==> src/rtl/alu_exec_ctrl_if.sv <==
// Instruction handshake bundle between an issuing agent and alu_exec_ctrl.
// The issuer drives the instruction word and immediate with instr_valid.
// The controller answers with instr_ready, which is high only while idle.
interface alu_exec_ctrl_if #(
  parameter int WIDTH = 9
);
  logic             instr_valid;
  logic             instr_ready;
  logic [7:0]       instr;
  logic [WIDTH-1:0] imm;

  modport master (
    output instr_valid,
    output instr,
    output imm,
    input  instr_ready
  );

  modport slave (
    input  instr_valid,
    input  instr,
    input  imm,
    output instr_ready
  );
endinterface

==> src/rtl/alu_exec_ctrl.sv <==
// Multi-cycle execute controller placed upstream of the 9-bit ALU.
// Each instruction runs IDLE -> FETCH -> EXEC -> WB, one instruction per 4 cycles.
// The controller owns a small register file; the ALU itself sits outside and
// returns its combinational result on alu_out.
module alu_exec_ctrl #(
  parameter int WIDTH      = 9,
  parameter int REG_ADDR_W = 2
) (
  input  logic                  clk,
  input  logic                  rst_n,
  alu_exec_ctrl_if.slave        ibus,
  output logic [WIDTH-1:0]      alu_a,
  output logic [WIDTH-1:0]      alu_b,
  output logic [1:0]            alu_sel,
  input  logic [WIDTH-1:0]      alu_out,
  output logic [WIDTH-1:0]      result,
  output logic [REG_ADDR_W-1:0] result_rd,
  output logic                  done,
  output logic                  busy,
  input  logic [REG_ADDR_W-1:0] dbg_addr,
  output logic [WIDTH-1:0]      dbg_data
);

  localparam int NREG = 2 ** REG_ADDR_W;

  // Opcode encoding shares the ALU select encoding, except LDI which
  // bypasses the ALU and parks the select on ADD.
  localparam logic [1:0] OP_LDI  = 2'b11;
  localparam logic [1:0] SEL_ADD = 2'b01;

  typedef enum logic [1:0] {
    S_IDLE  = 2'd0,
    S_FETCH = 2'd1,
    S_EXEC  = 2'd2,
    S_WB    = 2'd3
  } state_t;

  state_t                state;
  logic [WIDTH-1:0]      regs [NREG];

  // Instruction fields captured at the accepting edge
  logic [1:0]            op_p0;
  logic [REG_ADDR_W-1:0] rd_p0;
  logic [REG_ADDR_W-1:0] rs1_p0;
  logic [REG_ADDR_W-1:0] rs2_p0;
  logic [WIDTH-1:0]      imm_p0;

  // Handshake and status decode straight from the state register
  assign ibus.instr_ready = (state == S_IDLE);
  assign busy             = (state != S_IDLE);

  // Debug port reads the register file combinationally
  assign dbg_data = regs[dbg_addr];

  // Sequencer: accept, read operands, capture ALU result, write back
  always_ff @(posedge clk or negedge rst_n) begin
    if (!rst_n) begin
      state     <= S_IDLE;
      regs      <= '{default: '0};
      op_p0     <= '0;
      rd_p0     <= '0;
      rs1_p0    <= '0;
      rs2_p0    <= '0;
      imm_p0    <= '0;
      alu_a     <= '0;
      alu_b     <= '0;
      alu_sel   <= '0;
      result    <= '0;
      result_rd <= '0;
      done      <= 1'b0;
    end else begin
      done <= 1'b0;
      case (state)
        // Accept: latch the instruction word and immediate
        S_IDLE: begin
          if (ibus.instr_valid) begin
            op_p0  <= ibus.instr[7:6];
            rd_p0  <= REG_ADDR_W'(ibus.instr[5:4]);
            rs1_p0 <= REG_ADDR_W'(ibus.instr[3:2]);
            rs2_p0 <= REG_ADDR_W'(ibus.instr[1:0]);
            imm_p0 <= ibus.imm;
            state  <= S_FETCH;
          end
        end
        // Operand read: a write-back from the previous instruction has
        // already landed, so rd == rs needs no forwarding
        S_FETCH: begin
          alu_a   <= regs[rs1_p0];
          alu_b   <= regs[rs2_p0];
          alu_sel <= (op_p0 == OP_LDI) ? SEL_ADD : op_p0;
          state   <= S_EXEC;
        end
        // Execute: ALU inputs have been stable all cycle, capture its output
        S_EXEC: begin
          result    <= (op_p0 == OP_LDI) ? imm_p0 : alu_out;
          result_rd <= rd_p0;
          state     <= S_WB;
        end
        // Write-back: commit and pulse done for one cycle
        S_WB: begin
          regs[result_rd] <= result;
          done            <= 1'b1;
          state           <= S_IDLE;
        end
        default: state <= S_IDLE;
      endcase
    end
  end

endmodule

==> src/flat_wrapper.sv <==
// flat-port wrapper written by rule: the top's interface ports become plain ports
module alu_exec_ctrl_flat 
#(
  parameter int WIDTH      = 9,
  parameter int REG_ADDR_W = 2
)
  (clk, rst_n, alu_a, alu_b, alu_sel, alu_out, result, result_rd, done, busy, dbg_addr, dbg_data, ibus_instr_valid, ibus_instr, ibus_imm, ibus_instr_ready);
  alu_exec_ctrl_if #(.WIDTH(WIDTH)) ibus_i ();
  input  logic clk;
  input  logic rst_n;
  output logic [WIDTH-1:0] alu_a;
  output logic [WIDTH-1:0] alu_b;
  output logic [1:0] alu_sel;
  input  logic [WIDTH-1:0] alu_out;
  output logic [WIDTH-1:0] result;
  output logic [REG_ADDR_W-1:0] result_rd;
  output logic done;
  output logic busy;
  input  logic [REG_ADDR_W-1:0] dbg_addr;
  output logic [WIDTH-1:0] dbg_data;
  input wire logic [$bits(ibus_i.instr_valid)-1:0] ibus_instr_valid;
  input wire logic [$bits(ibus_i.instr)-1:0] ibus_instr;
  input wire logic [$bits(ibus_i.imm)-1:0] ibus_imm;
  output wire logic [$bits(ibus_i.instr_ready)-1:0] ibus_instr_ready;
  assign ibus_i.instr_valid = ibus_instr_valid;
  assign ibus_i.instr = ibus_instr;
  assign ibus_i.imm = ibus_imm;
  assign ibus_instr_ready = ibus_i.instr_ready;
  alu_exec_ctrl #(.WIDTH(WIDTH), .REG_ADDR_W(REG_ADDR_W)) u_core (.clk(clk), .rst_n(rst_n), .ibus(ibus_i), .alu_a(alu_a), .alu_b(alu_b), .alu_sel(alu_sel), .alu_out(alu_out), .result(result), .result_rd(result_rd), .done(done), .busy(busy), .dbg_addr(dbg_addr), .dbg_data(dbg_data));
endmodule
==> config.mk <==
export PLATFORM = sky130hd
export DESIGN_NAME = alu_exec_ctrl_flat
export DESIGN_NICKNAME = d
export VERILOG_FILES = /design/src/rtl/alu_exec_ctrl_if.sv /design/src/rtl/alu_exec_ctrl.sv /design/src/flat_wrapper.sv
export SDC_FILE = /design/constraint.sdc
export NUM_CORES = 1
export LEC_CHECK = 0
export ABC_AREA = 1
export CAP_MARGIN = 0
export CORE_ASPECT_RATIO = 1.2
export CORE_MARGIN = 3
export CORE_UTILIZATION = 45
export CTS_CLUSTER_SIZE = 16
export DETAILED_ROUTE_END_ITERATION = 16
export PLACE_DENSITY = 0.7
export SLEW_MARGIN = 5
export SYNTH_ARGS = -nofsm -noshare
export SYNTH_HDL_FRONTEND = slang
export SYNTH_SLANG_ARGS = --single-unit
==> constraint.sdc <==
create_clock -name clk -period 4.4 [get_ports clk]
set_input_delay 0.66 -clock clk [delete_from_list [all_inputs] [get_ports clk]]
set_output_delay 0.66 -clock clk [all_outputs]
set_load 0.01 [all_outputs]
==> results of run 1 <==
-- synthesized netlist by cell type (all sizes together) --
library cell and count:
mux2 12, nand3 40, dfrtp 87, o21ai 51, o211ai 9, ha 5, or2 2, inv 54
clkinv 3, buf 18, clkbuf 8, o21a 1, a31oi 9, a21oi 14, nor2 14, nand2 222
-- through the flow --
step                cells  utilization  instance area [um2]
floorplan             549            -                 4310
finish                732        0.572                 5250
global route          732        0.572                 5250
global placement      716        0.550                 5040
CTS                   732        0.572                 5250
detailed placement    716        0.550                 5040
-- kinds of logic (layout without fill, tap and decap cells) --
group	count (synthesis)	count (layout)
AO/OA/AOI/OAI	84	84
adder cells (fa/ha/maj)	5	5
buffers and inverters	83	146
flip-flops	87	87
multiplexers	12	12
AND/OR/NAND/NOR	278	278
-- power by group --
part	total (W)	switching (W)	internal, W
Sequential	0.00151	0.000328	0.00118
Combinational	0.00179	0.00101	0.000774
Clock	0.000573	0.000292	0.000281
-- state kept, by name (all words and copies together), names as in the netlist --
signal,cells
u_core.alu_a,9
u_core.regs,36
u_core.rd_p0,2
u_core.state,2
u_core.alu_sel,2
u_core.result,9
u_core.imm_p0,9
u_core.result_rd,2
u_core.done,1
u_core.alu_b,9
u_core.rs2_p0,2
u_core.op_p0,2
u_core.rs1_p0,2
-- layout make-up --
cell class	count	area (um2)
multi-input combinational	379	1780
fill	834	3930
tap	120	150
inverter	57	214
timing repair buffer	73	728
clock inverter	6	67.6
clock buffer	10	138
sequential	87	2180
-- final timing paths --
kind / slack [ns] / end / cells after the start / startpoint
worst max-delay path: 0.91 / dbg_data[2] / 5 / dbg_addr[0]
worst min-delay path: 0.48 / u_core.alu_a[6] / 1 / rst_n
max in group asynchronous: 3.19 / u_core.regs[20] / 1 / rst_n
worst min register to register: 0.48 / u_core.alu_a[7] / 2 / u_core.alu_a[7]
worst max register to register: 2.03 / u_core.alu_sel[1] / 5 / u_core.state[1]
min in group clk: 0.48 / u_core.alu_a[7] / 2 / u_core.alu_a[7]
-- placed cells by master, fill, tap and decap left out --
master and instances:
a21oi_1 14, a31oi_1 9, buf_4 1, bufinv_16 1, clkbuf_8 10, clkdlybuf4s50_1 72, clkinv_1 3, clkinv_2 1
clkinvlp_4 2, dfrtp_1 87, ha_1 5, inv_1 52, inv_2 2, inv_6 2, mux2_2 12, nand2_1 221
nand2_2 1, nand3_1 36, nand3_2 4, nor2_1 14, o211ai_1 9, o21a_1 1, o21ai_0 51, or2_2 2
-- routing by layer --
metal | GRT usage | vias up | share of wire
met3 | 0.0379 | 17 | 0.077
li1 | - | 1857 | -
met4 | 0.0857 | 0 | 0.018
met5 | 0 | - | 0
met1 | 0.267 | 1662 | 0.45
met2 | 0.312 | 152 | 0.46
==> run_results.csv, run 1 <==
group,metric,value,unit
clock_tree,cts_resized,0,
clock_tree,clock_latency,0.36,ns
sta,worstMarginPinSlew,1.17,ns
sta,final-setup-viol-count,0,
route,avgViaCountPerCell,5.04,
critical_path,worstSetupPathType,"in -> out",
critical_path,start_kind,"input pin",
sta,maxSlewHeadroom,0.219,
clock_tree,clockBufferDepth,2,
route,drcViolationCount,0,
critical_path,crit_path_max_incr_delay,1.01,ns
placement,post-place-ws,0.928,ns
route,vias,3688,
sta,hold_violations,0,
logic_synthesis,synth_top_area_frac,0.505,
worst_hold_path,hold_path_class,"in -> async",
final_layout,diodes,0,
grt,grt_use_total,0.199,
sta,fin_crit_sh,0.794,
floorplanning,fp.dieArea,10800,um2
logic_synthesis,synth-adder-area-share,0.0145,
final_layout,drive_gt1_frac,0.0621,
sta,worst_hold_slack,0.479,ns
sta,skew,0.0128,ns
clock_tree,cts_tree,"yes",
sta,slew_viol_final,0,
logic_synthesis,synth_compound_area_frac,0.106,
logic_synthesis,synth_fp_nets,585,
logic_synthesis,syn_inst,549,
route,drt_iter0_drc,225,
logic_synthesis,synth_xor_area_frac,0,
critical_path,endpoint_kind,"primary output",
placement,gp_congestion,0.849,
critical_path,critPathBufInv,2,
logic_synthesis,synth_area_leaders,"dfrtp_1 (51%), nand2_1 (19%), o21ai_0 (5.9%)",
sta,layout_setup_ws,0.905,ns
route,ant_nets,0,
power_and_ir_drop,p_total,0.00387,W
critical_path,crit_family,"buffers and inverters",
logic_synthesis,synthSimpleGateAreaFrac,0.260,
logic_synthesis,synth_warnings,0,
grt,antenna_found_initial,0,
clock_tree,clkTransAtPathRegs,0.08,ns
route,drt-total-wl,9860,um
clock_tree,clock_sinks,87,
clock_tree,hold_buffers,0,
final_layout,layout.nets,643,
floorplanning,rows,38,
logic_synthesis,muxShareOfSynthArea,0.0314,
grt,grt_max_degree,88,
grt,grt_overflow,0,
floorplanning,coreArea,9180,um2
grt,first_global_vias,3644,
critical_path,path_max_fanout,36,
clock_tree,cts_made_buffers,9,
critical_path,path_cells,"clkdlybuf4s50_1 > a21oi_1 > o21ai_0 > nand2_1 > clkdlybuf4s50_1",
clock_tree,cts_root_buf,"clkbuf_8",
job,drv_cap,0,
grt,grt_pass1_wl,17100,um
floorplanning,ios,74,
sta,grt_setup_unrepaired,"false",
placement,hpwl,7170,um
power_and_ir_drop,irDropWorstVdd,436,uV
power_and_ir_drop,power.leakage,2.64,nW
final_layout,areaGrowthSynthToFinish,21.9,%
logic_synthesis,synth_area,4310,um2
sta,fmax,286,MHz
critical_path,crit_path_top_delay_cell,"clkdlybuf4s50_1",
sta,period_needed,3.49,ns
critical_path,required,3.74,ns
floorplanning,die_h,113,um
logic_synthesis,yosysSeqAreaShare,0.505,
critical_path,worstPathArrival,2.83,ns
logic_synthesis,ys_seq_elements,87,
logic_synthesis,synth_top_family_by_area,"simple AND/OR/NAND/NOR gates",
floorplanning,fp.dieW,95.3,um
logic_synthesis,synth.avg_cell_area,7.85,um2
route,drt_pass1_iterations,4,
run_status,status,"finished, final reports clean",
route,avgRoutedWirePerCell,13.5,um
logic_synthesis,yosys.area.top_type,"dfrtp_1",
power_and_ir_drop,power_density,737,nW/um2
sta,setup_tns,0,ns
critical_path,crit_path_frequent_cell,"clkdlybuf4s50_1",
floorplanning,initial_utilization,0.469,
logic_synthesis,synth.distinct_cells,23,
placement,io_buffers,73,
clock_tree,post-cts-setup-buffers,0,
clock_tree,h-tree-depth,3,
Note: power is estimated with default switching activity, not from simulation.
==> run 2: changes to the inputs <==
PLACE_DENSITY = 0.72   (was 0.7)
clock period = 2.9 ns   (was 4.4 ns; I/O delays follow)
==> run 2 against run 1 <==
Die area did not move. Clock-buffer cell count up 1. Sequential share of layout area about the same. Critical path depth increased by 1. Clock power increased by 38%. Highest routed layer unchanged. Power up 50%. Non-clock buffer count increased by 3. Register-to-register slack got worse by 1.0 ns. Final cell count rose by 0.27%. Clock skew fell by 0.0058 ns. Critical path type unchanged. First-iteration DRC count fell by 4.9%. Largest cell class unchanged. Cell area about the same.
==> run_results.csv, run 2 (same netlist as run 1, synthesis figures left out) <==
group,metric,value,unit
run_status,status,"finished, final reports clean",
sta,hold_violations,0,
route,drt_pass1_iterations,5,
clock_tree,cts_root_buf,"clkbuf_8",
power_and_ir_drop,power_density,1100,nW/um2
sta,worst_hold_slack,0.261,ns
critical_path,path_cells,"clkdlybuf4s50_1 > buf_4 > a21oi_1 > o21ai_0 > nand2_1 > clkdlybuf4s50_1",
grt,grt_max_degree,88,
critical_path,start_kind,"input pin",
critical_path,endpoint_kind,"primary output",
final_layout,diodes,0,
final_layout,nFillCells,830,
sta,setup_tns,0,ns
clock_tree,h-tree-depth,3,
sta,fin_crit_sh,0.832,
sta,final-setup-viol-count,0,
floorplanning,coreArea,9180,um2
clock_tree,clkTransAtPathRegs,0.08,ns
placement,hpwl,7040,um
final_layout,drive_gt1_frac,0.0619,
worst_hold_path,hold_path_class,"in -> async",
sta,fmax,415,MHz
placement,gp_congestion,0.844,
final_layout,areaGrowthSynthToFinish,21.8,%
floorplanning,fp.dieArea,10800,um2
route,avgViaCountPerCell,5.05,
critical_path,crit_path_top_delay_cell,"clkdlybuf4s50_1",
floorplanning,rows,38,
clock_tree,cts_resized,0,
final_layout,layout_commonest_cell,"nand2_1",
clock_tree,post-cts-setup-buffers,0,
route,ant_nets,0,
route,drt-total-wl,9690,um
floorplanning,ios,74,
sta,period_needed,2.41,ns
grt,grt_pass1_wl,16300,um
grt,antenna_found_initial,0,
grt,grt_use_total,0.189,
sta,skew,0.00695,ns
critical_path,rr_worst_depth,6,
final_layout,regMostFlops,"u_core.regs",
route,drcViolationCount,0,
job,drv_cap,0,
placement,io_buffers,73,
clock_tree,clockBufferDepth,2,
critical_path,required,2.47,ns
floorplanning,die_h,113,um
clock_tree,cts_tree,"yes",
route,vias,3708,
critical_path,worstSetupPathType,"in -> out",
final_layout,fin_util,0.572,
clock_tree,clock_sinks,87,
floorplanning,fp.dieW,95.3,um
sta,worstMarginPinSlew,1.05,ns
clock_tree,clock_latency,0.35,ns
critical_path,path_max_fanout,36,
route,avgRoutedWirePerCell,13.2,um
power_and_ir_drop,power.leakage,2.65,nW
final_layout,largest_reg_flops,36,
critical_path,crit_path_max_incr_delay,0.53,ns
critical_path,crit_path_frequent_cell,"clkdlybuf4s50_1",
final_layout,layout.nets,646,
power_and_ir_drop,irDropWorstVdd,464,uV
sta,grt_setup_unrepaired,"false",
critical_path,worstPathArrival,1.98,ns
sta,slew_viol_final,0,
final_layout,final_cell_mix,"nand2_1 (221), dfrtp_1 (87), clkdlybuf4s50_1 (72), inv_1 (52), o21ai_0 (51)",
grt,first_global_vias,3479,
floorplanning,initial_utilization,0.469,
clock_tree,hold_buffers,0,
route,drt_iter0_drc,214,
sta,maxSlewHeadroom,0.300,
grt,grt_overflow,0,
clock_tree,cts_made_buffers,9,
-- run 2: cell types whose count changed in the layout (fill, tap and decap cells not counted) --
cell,delta
buf_4,+3
clkbuf_1,+2
clkbuf_8,-1
clkinv_2,+1
clkinvlp_4,-1
inv_6,-2
-- run 2: report_power, final --
part           total [W]  leakage [nW]  internal [W]  switching (W)
Sequential       0.00230          1.06       0.00179       0.000502
Clock           0.000792        0.0892      0.000391       0.000400
Combinational    0.00270          1.50       0.00118        0.00152
-- run 2: through the flow --
| stage | setup WS [ns] | instances | power, W | cell area (um2) |
|---|---|---|---|---|
| after floorplan | 1.42 | 549 | 0.00402 | 4310 |
| after global placement | 0.501 | 719 | 0.00492 | 5070 |
| after detailed placement | 0.486 | 719 | 0.00501 | 5070 |
| after CTS | 0.483 | 734 | 0.00582 | 5250 |
| after global routing | 0.391 | 734 | 0.00633 | 5250 |
| final | 0.488 | 734 | 0.00579 | 5250 |
-- run 2: path summary, 6_finish.rpt --
| check | startpoint | endpoint | slack [ns] |
|---|---|---|---|
| min in group clk | u_core.alu_a[5] | u_core.alu_a[5] | 0.48 |
| min reg2reg | u_core.alu_a[5] | u_core.alu_a[5] | 0.48 |
| max in group asynchronous | rst_n | u_core.regs[28] | 1.96 |
| max reg2reg | u_core.state[1] | u_core.alu_sel[1] | 1.01 |
| max | dbg_addr[0] | dbg_data[6] | 0.49 |
| min | rst_n | u_core.alu_a[7] | 0.26 |
-- run 2: routing by layer --
layer | GRT usage | part of all wire
met1 | 0.256 | 0.46
met2 | 0.302 | 0.46
met3 | 0.0299 | 0.067
met4 | 0.0722 | 0.012
met5 | 0 | 0
-- run 2: critical path: cells and delay by family --
kind / cells / cell delay, ns
simple gates: 1 / 0.07
buf+inv: 3 / 1.17
compound gates: 2 / 0.29
-- run 2: area by class of cell --
class,count,area (um2),area share
Timing Repair Buffer,76,751,0.143
Multi-Input combinational cell,379,1780,0.338
Inverter,57,214,0.0408
Clock inverter,4,47.5,0.00906
Clock buffer,11,131,0.0250
Sequential cell,87,2180,0.415
Tap cell,120,150,0.0286
